[config.mk]
export PLATFORM = sky130hd
export DESIGN_NAME = mapper_flat
export DESIGN_NICKNAME = d
export VERILOG_FILES = /design/src/rtl/mapper_pkg.sv /design/src/rtl/mapper_if.sv /design/src/rtl/mapper_crc8_update.sv /design/src/rtl/mapper.sv /design/src/flat_wrapper.sv
export SDC_FILE = /design/constraint.sdc
export NUM_CORES = 1
export LEC_CHECK = 0
export BUFFER_PORTS_ARGS = -buffer_cell sky130_fd_sc_hd__buf_2
export CAP_MARGIN = 10
export CELL_PAD_IN_SITES_DETAIL_PLACEMENT = 0
export CELL_PAD_IN_SITES_GLOBAL_PLACEMENT = 1
export CORE_MARGIN = 8
export CORE_UTILIZATION = 52
export DETAILED_ROUTE_END_ITERATION = 8
export GPL_ROUTABILITY_DRIVEN = 0
export HOLD_SLACK_MARGIN = 0.06
export PLACE_DENSITY_LB_ADDON = 0.1
export SLEW_MARGIN = 10
export SYNTH_ARGS = -nofsm -noshare
export SYNTH_HDL_FRONTEND = slang
export SYNTH_SLANG_ARGS = --single-unit
[constraint.sdc]
create_clock -name i_clk -period 2.7 [get_ports i_clk]
set_input_delay 0.675 -clock i_clk [delete_from_list [all_inputs] [get_ports i_clk]]
set_output_delay 0.675 -clock i_clk [all_outputs]
set_load 0.03 [all_outputs]
[src/rtl/mapper_pkg.sv]
// -----------------------------------------------------------------------------
// mapper_pkg
//   Framing constants shared by the transmit mapper and the receive demapper:
//   frame alignment bytes, CRC-8 polynomial, overhead (OH) byte layout and the
//   framer FSM state encoding.
//   No ports (package).
// -----------------------------------------------------------------------------
package mapper_pkg;

  localparam logic [7:0] FAS0_BYTE = 8'hF6;
  localparam logic [7:0] FAS1_BYTE = 8'h28;
  localparam logic [7:0] CRC_POLY  = 8'h07;

  // OH byte layout: bit 7 = ARQ flag, bits 6:0 = zero-padded sequence number.
  localparam int OH_ARQ_BIT  = 7;
  localparam int OH_SEQ_BITS = 7;

  typedef enum logic [2:0] {
    ST_IDLE,
    ST_FAS0,
    ST_FAS1,
    ST_OH,
    ST_PYLD,
    ST_CRC,
    ST_WAIT_ACK
  } state_t;

  function automatic logic [7:0] oh_byte(input logic arq, input logic [OH_SEQ_BITS-1:0] seq);
    logic [7:0] w_oh;
    w_oh = {1'b0, seq};
    w_oh[OH_ARQ_BIT] = arq;
    return w_oh;
  endfunction

endpackage

[src/rtl/mapper_if.sv]
// -----------------------------------------------------------------------------
// mapper_if
//   Handshake bundle of the transmit framer:
//     payload stream in  : i_pyld_data, i_pyld_data_valid, o_pyld_data_ready
//     frame stream out   : o_frame_data, o_frame_data_valid, o_frame_data_fas,
//                          i_frame_data_ready
//     ACK receiver input : i_ack_valid, i_ack_ok
//   Signal prefixes are from the framer's point of view.
//   modport master : the framer (drives o_*)
//   modport slave  : its environment (drives i_*)
// -----------------------------------------------------------------------------
interface mapper_if;

  logic [7:0] i_pyld_data;
  logic       i_pyld_data_valid;
  logic       o_pyld_data_ready;

  logic [7:0] o_frame_data;
  logic       o_frame_data_valid;
  logic       o_frame_data_fas;
  logic       i_frame_data_ready;

  logic       i_ack_valid;
  logic       i_ack_ok;

  modport master (
    input  i_pyld_data, i_pyld_data_valid, i_frame_data_ready, i_ack_valid, i_ack_ok,
    output o_pyld_data_ready, o_frame_data, o_frame_data_valid, o_frame_data_fas
  );

  modport slave (
    output i_pyld_data, i_pyld_data_valid, i_frame_data_ready, i_ack_valid, i_ack_ok,
    input  o_pyld_data_ready, o_frame_data, o_frame_data_valid, o_frame_data_fas
  );

endinterface

[src/rtl/mapper_crc8_update.sv]
// -----------------------------------------------------------------------------
// crc8_update
//   Combinational one-byte CRC-8 step: polynomial 0x07, MSB first, no
//   reflection, no final XOR.
//   i_crc  in  8  running CRC
//   i_byte in  8  next message byte
//   o_crc  out 8  updated CRC
// -----------------------------------------------------------------------------
module crc8_update
  import mapper_pkg::*;
(
  input  logic [7:0] i_crc,
  input  logic [7:0] i_byte,
  output logic [7:0] o_crc
);

  logic [7:0] w_c;

  // NOTE: combinational logic uses blocking '=' and assigns every variable
  // before any conditional use, so the loop unrolls into gates with no latch.
  always_comb begin
    w_c = i_crc ^ i_byte;
    for (int i = 0; i < 8; i++) begin
      w_c = w_c[7] ? ((w_c << 1) ^ CRC_POLY) : (w_c << 1);
    end
    o_crc = w_c;
  end

endmodule

[src/rtl/mapper.sv]
// -----------------------------------------------------------------------------
// mapper
//   Transmit framer. Builds FAS0, FAS1, OH, PYLD_LEN payload bytes, CRC-8 from
//   a payload byte stream and emits them through a single output register.
//   With ARQ latched at frame start, the payload is kept in a small buffer and
//   the frame is replayed on NACK or ACK timeout, up to MAX_RETX times.
//   i_clk       in  1  clock
//   i_rst       in  1  synchronous active-high reset
//   i_arq_en    in  1  ARQ enable, sampled on leaving IDLE
//   o_retx_fail out 1  one-cycle pulse when a frame is dropped
//   bus         --     mapper_if.master (payload in, frame out, ACK strobes)
// -----------------------------------------------------------------------------
module mapper
  import mapper_pkg::*;
#(
  parameter int         PYLD_LEN    = 16,
  parameter logic [7:0] FAS0        = FAS0_BYTE,
  parameter logic [7:0] FAS1        = FAS1_BYTE,
  parameter int         ACK_TIMEOUT = 4096,
  parameter int         MAX_RETX    = 3,
  parameter int         SEQ_W       = 4
) (
  input  logic      i_clk,
  input  logic      i_rst,
  input  logic      i_arq_en,
  output logic      o_retx_fail,
  mapper_if.master  bus
);

  localparam int IDX_W = (PYLD_LEN > 1) ? $clog2(PYLD_LEN) : 1;
  localparam int TMR_W = (ACK_TIMEOUT > 1) ? $clog2(ACK_TIMEOUT) : 1;
  localparam int RC_W  = (MAX_RETX > 0) ? $clog2(MAX_RETX + 1) : 1;

  localparam logic [IDX_W-1:0] LAST_IDX = IDX_W'(PYLD_LEN - 1);
  localparam logic [TMR_W-1:0] TMR_LAST = TMR_W'(ACK_TIMEOUT - 1);
  localparam logic [RC_W-1:0]  MAX_RC   = RC_W'(MAX_RETX);

  state_t           r_state;
  logic [7:0]       r_data;
  logic             r_valid;
  logic             r_fas;
  logic             r_arq;
  logic             r_replay;
  logic [7:0]       r_crc;
  logic [SEQ_W-1:0] r_seq;
  logic [IDX_W-1:0] r_idx;
  logic [TMR_W-1:0] r_timer;
  logic [RC_W-1:0]  r_retx_cnt;
  logic             r_retx_fail;
  logic [7:0]       r_buf [PYLD_LEN];

  logic       w_load;
  logic       w_pyld_take;
  logic [7:0] w_pyld_byte;
  logic [7:0] w_oh;
  logic [7:0] w_crc_byte;
  logic [7:0] w_crc_next;
  logic       w_ack;
  logic       w_retry;

  // The output register may take a new byte when it is empty or being drained.
  assign w_load      = !r_valid || bus.i_frame_data_ready;
  assign w_pyld_take = (r_state == ST_PYLD) && !r_replay && w_load && bus.i_pyld_data_valid;
  assign w_pyld_byte = r_replay ? r_buf[r_idx] : bus.i_pyld_data;
  assign w_oh        = oh_byte(r_arq, OH_SEQ_BITS'(r_seq));
  // CRC is zero when OH is loaded, so one update instance covers OH and payload.
  assign w_crc_byte  = (r_state == ST_OH) ? w_oh : w_pyld_byte;

  // ACK beats a simultaneous timeout; a NACK behaves like a timeout.
  assign w_ack   = bus.i_ack_valid && bus.i_ack_ok;
  assign w_retry = (bus.i_ack_valid && !bus.i_ack_ok) || (r_timer == TMR_LAST);

  crc8_update u_crc8_update (
    .i_crc  (r_crc),
    .i_byte (w_crc_byte),
    .o_crc  (w_crc_next)
  );

  // NOTE: the buffer is plain storage with no reset, so it maps onto
  // distributed RAM; every entry is written before a replay can read it.
  always_ff @(posedge i_clk) begin
    if (w_pyld_take) r_buf[r_idx] <= bus.i_pyld_data;
  end

  // NOTE: all state registers use non-blocking '<=' so every register samples
  // the pre-edge value of every other one, independent of statement order.
  always_ff @(posedge i_clk) begin
    if (i_rst) begin
      r_state     <= ST_IDLE;
      r_data      <= 8'h00;
      r_valid     <= 1'b0;
      r_fas       <= 1'b0;
      r_arq       <= 1'b0;
      r_replay    <= 1'b0;
      r_crc       <= 8'h00;
      r_seq       <= '0;
      r_idx       <= '0;
      r_timer     <= '0;
      r_retx_cnt  <= '0;
      r_retx_fail <= 1'b0;
    end else begin
      r_retx_fail <= 1'b0;
      case (r_state)
        ST_IDLE: begin
          if (w_load) r_valid <= 1'b0;
          if (bus.i_pyld_data_valid) begin
            r_arq   <= i_arq_en;
            r_state <= ST_FAS0;
          end
        end
        ST_FAS0: begin
          if (w_load) begin
            r_data  <= FAS0;
            r_valid <= 1'b1;
            r_fas   <= 1'b1;
            r_crc   <= 8'h00;
            r_state <= ST_FAS1;
          end
        end
        ST_FAS1: begin
          if (w_load) begin
            r_data  <= FAS1;
            r_valid <= 1'b1;
            r_fas   <= 1'b1;
            r_state <= ST_OH;
          end
        end
        ST_OH: begin
          if (w_load) begin
            r_data  <= w_oh;
            r_valid <= 1'b1;
            r_fas   <= 1'b0;
            r_crc   <= w_crc_next;
            r_idx   <= '0;
            r_state <= ST_PYLD;
          end
        end
        ST_PYLD: begin
          if (w_load) begin
            if (r_replay || bus.i_pyld_data_valid) begin
              r_data  <= w_pyld_byte;
              r_valid <= 1'b1;
              r_crc   <= w_crc_next;
              if (r_idx == LAST_IDX) begin
                r_idx   <= '0;
                r_state <= ST_CRC;
              end else begin
                r_idx <= r_idx + 1'b1;
              end
            end else begin
              // Input starved: pause without inserting filler.
              r_valid <= 1'b0;
            end
          end
        end
        ST_CRC: begin
          if (w_load) begin
            r_data   <= r_crc;
            r_valid  <= 1'b1;
            r_replay <= 1'b0;
            if (r_arq) begin
              r_timer <= '0;
              r_state <= ST_WAIT_ACK;
            end else begin
              r_seq   <= r_seq + 1'b1;
              r_state <= ST_IDLE;
            end
          end
        end
        ST_WAIT_ACK: begin
          if (w_load) r_valid <= 1'b0;
          r_timer <= r_timer + 1'b1;
          if (w_ack) begin
            r_seq      <= r_seq + 1'b1;
            r_retx_cnt <= '0;
            r_state    <= ST_IDLE;
          end else if (w_retry) begin
            if (r_retx_cnt < MAX_RC) begin
              r_retx_cnt <= r_retx_cnt + 1'b1;
              r_replay   <= 1'b1;
              r_state    <= ST_FAS0;
            end else begin
              r_retx_fail <= 1'b1;
              r_seq       <= r_seq + 1'b1;
              r_retx_cnt  <= '0;
              r_state     <= ST_IDLE;
            end
          end
        end
        default: r_state <= ST_IDLE;
      endcase
    end
  end

  assign bus.o_pyld_data_ready  = (r_state == ST_PYLD) && !r_replay && w_load;
  assign bus.o_frame_data       = r_data;
  assign bus.o_frame_data_valid = r_valid;
  assign bus.o_frame_data_fas   = r_fas;
  assign o_retx_fail            = r_retx_fail;

endmodule
[src/flat_wrapper.sv]
// flat-port wrapper written by rule: the top's interface ports become plain ports
module mapper_flat import mapper_pkg::*;
#(
  parameter int         PYLD_LEN    = 16,
  parameter logic [7:0] FAS0        = FAS0_BYTE,
  parameter logic [7:0] FAS1        = FAS1_BYTE,
  parameter int         ACK_TIMEOUT = 4096,
  parameter int         MAX_RETX    = 3,
  parameter int         SEQ_W       = 4
)
  (i_clk, i_rst, i_arq_en, o_retx_fail, bus_i_pyld_data, bus_i_pyld_data_valid, bus_i_frame_data_ready, bus_i_ack_valid, bus_i_ack_ok, bus_o_pyld_data_ready, bus_o_frame_data, bus_o_frame_data_valid, bus_o_frame_data_fas);
  mapper_if bus_i ();
  input  logic i_clk;
  input  logic i_rst;
  input  logic i_arq_en;
  output logic o_retx_fail;
  input wire logic [$bits(bus_i.i_pyld_data)-1:0] bus_i_pyld_data;
  input wire logic [$bits(bus_i.i_pyld_data_valid)-1:0] bus_i_pyld_data_valid;
  input wire logic [$bits(bus_i.i_frame_data_ready)-1:0] bus_i_frame_data_ready;
  input wire logic [$bits(bus_i.i_ack_valid)-1:0] bus_i_ack_valid;
  input wire logic [$bits(bus_i.i_ack_ok)-1:0] bus_i_ack_ok;
  output wire logic [$bits(bus_i.o_pyld_data_ready)-1:0] bus_o_pyld_data_ready;
  output wire logic [$bits(bus_i.o_frame_data)-1:0] bus_o_frame_data;
  output wire logic [$bits(bus_i.o_frame_data_valid)-1:0] bus_o_frame_data_valid;
  output wire logic [$bits(bus_i.o_frame_data_fas)-1:0] bus_o_frame_data_fas;
  assign bus_i.i_pyld_data = bus_i_pyld_data;
  assign bus_i.i_pyld_data_valid = bus_i_pyld_data_valid;
  assign bus_i.i_frame_data_ready = bus_i_frame_data_ready;
  assign bus_i.i_ack_valid = bus_i_ack_valid;
  assign bus_i.i_ack_ok = bus_i_ack_ok;
  assign bus_o_pyld_data_ready = bus_i.o_pyld_data_ready;
  assign bus_o_frame_data = bus_i.o_frame_data;
  assign bus_o_frame_data_valid = bus_i.o_frame_data_valid;
  assign bus_o_frame_data_fas = bus_i.o_frame_data_fas;
  mapper #(.PYLD_LEN(PYLD_LEN), .FAS0(FAS0), .FAS1(FAS1), .ACK_TIMEOUT(ACK_TIMEOUT), .MAX_RETX(MAX_RETX), .SEQ_W(SEQ_W)) u_core (.i_clk(i_clk), .i_rst(i_rst), .i_arq_en(i_arq_en), .o_retx_fail(o_retx_fail), .bus(bus_i));
endmodule
==> run summary <==
async set-reset flop share out of synthesis -> 0%
die width -> 138 um
clock root buffer -> clkbuf_16
setup TNS -> 0 ps
Rel. slew slack -> 32.5%
internal power -> 4.78 mW
register area -> 4850 um^2
Mapped Nets -> 580
Post-synth top flop -> edfxtp_1
clk_skew -> 13.3 ps
final critical-path required period -> 2640 ps
Post-Layout Inst Area -> 8990 um^2
cell row count -> 44
Leak -> 3.11 nW
max-cap violations -> 0
combinational power share -> 17.7%
Crit Path Max Fanout -> 2
vias in the first global route -> 4738
Hold Vio Cnt, Final -> 0
gr usage total -> 19.6%
Starting Density -> 53.1%
area of the multi-input gates -> 2760 um^2
sw frac -> 28.6%
synthesis-to-finish area growth -> 17.0%
Core Area -> 14500 um^2
latest clock arrival within the worst-skew pair -> 430 ps
H-tree levels -> 4
io pins -> 27
Post-synth EDFFs -> 128
Netlist cell types -> 58
peak supply drop -> 0.529 mV
Placed Area -> 8300 um^2
P per Cell Area -> 744 nW/um^2
Critical Path RT -> 3030 ps
clock power share -> 36.2%
Buf/Inv on CP -> 3
CP dominant cell by count -> buf_4
CTS Hold Bufs -> 0
Mapped Cells -> 558
slowest CP cell -> mux4_2
Via density -> 5.89
Nets -> 648
via count -> 4850
Final period util -> 98.0%
Crit Path Class -> register to register
DR iter-0 viols -> 429
Ant. Diodes -> 0
Worst Tran Pin Value -> 1010 ps
Fmax -> 378 MHz
Flop pwr share -> 46.2%
Hold WC Path Type -> input port to register
share of layout cells above drive strength 1 -> 24.6%
Syn. warnings -> 0
Max stage delay on crit path -> 480 ps
post-route DRC violation count -> 0
Synth top area share -> 50.0%
TritonCTS buffer count -> 17
final setup vio count -> 0
worst reg-to-reg setup slack -> 60 ps
Routed WL per cell -> 21.5 um
Synth Cell Area -> 7680 um^2
CTS Buffer Depth -> 2
Post-Route WL -> 17700 um
most area-hungry cell type in the Yosys netlist -> edfxtp_1
dpl hpwl -> 11900 um
Finished Layout Cells -> 823
pin count of the biggest net entering global routing -> 32
register bit total from synthesis -> 178
top area cells in the synthesized netlist -> edfxtp_1 (50%), dfxtp_1 (13%), mux4_2 (6.2%), nor2_1 (3.0%), mux4_1 (2.7%)
Arr. time, crit path -> 2970 ps
total grt overflow -> 0
Worst Setup End Kind -> register
die area -> 18900 um^2
die height -> 138 um
initial antenna violation count -> 0
Clock transition at path regs -> 70 ps
Max Slew Vio Count -> 0
register area share after synthesis -> 63.0%
CTS tree -> yes
port bufs -> 26
P_sw -> 1.91 mW
syn_area_per_cell -> 13.8 um^2
status -> complete, no violations
clk sinks -> 178
CP delay by family, top -> compound AO/OA/AOI/OAI gates
Startpoint Class -> register
# fillers -> 1108
crit path cell chain -> buf_6 > mux4_2 > or2_1 > a32oi_2 > buf_4 > a31oi_2 > xnor2_2 > buf_4 > xor2_2 > xnor2_1 > a22o_1
first-pass GRT wire length -> 27100 um
Antenna Nets Post-Route -> 0
Cells after DPL -> 788
router iterations before antenna repair -> 5
## placed cells by master (no fill, tap or decap), types with 5 or more instances in the layout
cell type and count:
nand2b_1 7, nor3_1 16, edfxtp_1 128, a22oi_1 6
buf_2 26, clkbuf_16 17, xor2_1 14, nand3_1 8
a22o_1 8, buf_4 44, nor2_1 62, ha_1 7
inv_1 6, and3_1 5, o21ai_0 14, mux2i_1 7
dfxtp_1 47, mux4_2 21, nand2_1 32, a21oi_1 25
mux4_1 8, xnor2_1 16, a211oi_1 6, nor2b_1 12
## worst paths after layout
| kind | startpoint | to | cells past startpoint |
|---|---|---|---|
| max | register | u_core.r_crc[4] | 11 |
| min | i_arq_en | u_core.r_arq | 3 |
| max reg2reg | register | u_core.r_crc[4] | 11 |
| min reg2reg | u_core.r_retx_cnt[1] | u_core.r_retx_cnt[1] | 2 |
## cells in the mapped netlist (4+ instances only)
| cell | count |
|---|---|
| xor2_1 | 16 |
| nor2b_1 | 12 |
| buf_6 | 4 |
| a22o_1 | 8 |
| xnor2_1 | 18 |
| a21oi_1 | 26 |
| mux2i_1 | 7 |
| a211oi_1 | 6 |
| and2_1 | 4 |
| mux4_2 | 21 |
| nand2b_1 | 7 |
| o21ai_0 | 14 |
| a21o_1 | 4 |
| clkbuf_1 | 14 |
| nor2_1 | 62 |
| ha_1 | 7 |
| nand2_1 | 32 |
| o21ai_1 | 4 |
| nand4_1 | 4 |
| nor3_1 | 16 |
| edfxtp_1 | 128 |
| o211ai_1 | 4 |
| mux4_1 | 8 |
| dfxtp_1 | 50 |
| nand3_1 | 8 |
| and3_1 | 5 |
| a22oi_1 | 10 |
| inv_1 | 6 |
| a31oi_1 | 4 |
## per-stage QoR
stage / power [mW] / worst slack, ps / utilization (%) / hold WS [ps]
floorplan: 3.93 / 0.944 / - / 436
global placement: 4.28 / -17.9 / 57.3 / 442
detailed placement: 4.29 / 1.10 / 57.3 / 469
CTS: 6.69 / 29.0 / 61.3 / 467
global route: 6.95 / -31.1 / 62.1 / 480
finish: 6.70 / 55.2 / 62.1 / 474
## power groups by stage
stage	clock (mW)	sequential, mW	combinational [mW]
global route	2.55	3.10	1.29
floorplan	0	3.26	0.672
global placement	0	3.15	1.14
detailed placement	0	3.15	1.14
finish	2.42	3.09	1.18
CTS	2.45	3.09	1.15
## worst min-delay path: stages
cell     delay [ps]
buf_2            80
a21oi_1          50
nor2_1           70
## routing by layer
metal | global-route usage (%) | part of all wire [%]
met1 | 25.5 | 44
met2 | 30.3 | 47
met3 | 5.07 | 6.3
met4 | 8.93 | 3.2
met5 | 0 | 0
## sequential cells by signal (all words and copies together) (netlist names), named ones only
signal / cells
u_core.r_crc: 8
u_core.r_arq: 1
u_core.bus.o_frame_data_valid: 1
u_core.r_replay: 1
u_core.r_timer: 12
u_core.r_retx_cnt: 2
u_core.o_retx_fail: 1
u_core.bus.o_frame_data: 8
u_core.r_state: 3
u_core.r_seq: 4
u_core.bus.o_frame_data_fas: 1
u_core.r_idx: 4
u_core.r_buf: 128
## final cells by class
type | instances | share of cell area, %
sequential | 178 | 53.9
multi-input combinational | 346 | 30.6
timing repair buffer | 76 | 6.16
clock buffer | 18 | 4.77
tap | 184 | 2.56
clock inverter | 14 | 1.66
inverter | 7 | 0.292
## repair_timing
item,in CTS,in global routing
setup endpoints to repair,3,9
endpoints found under the hold margin,0,0
resized for setup,1,19
buffers inserted,0,3
pin swaps,0,8
## cells by family after synthesis
family                     count (synthesis)  synth area share, %
AOI/OAI and AO/OA                         99                 8.68
DFF                                      178                 63.0
xor gates and xnor gates                  36                 4.30
buffers and inverters                     34                 2.26
and+or+nand+nor                          164                 10.0
adders and majority gates                  7                 1.14
muxes                                     40                 10.5
No activity file was read; power rests on OpenSTA's default activity.
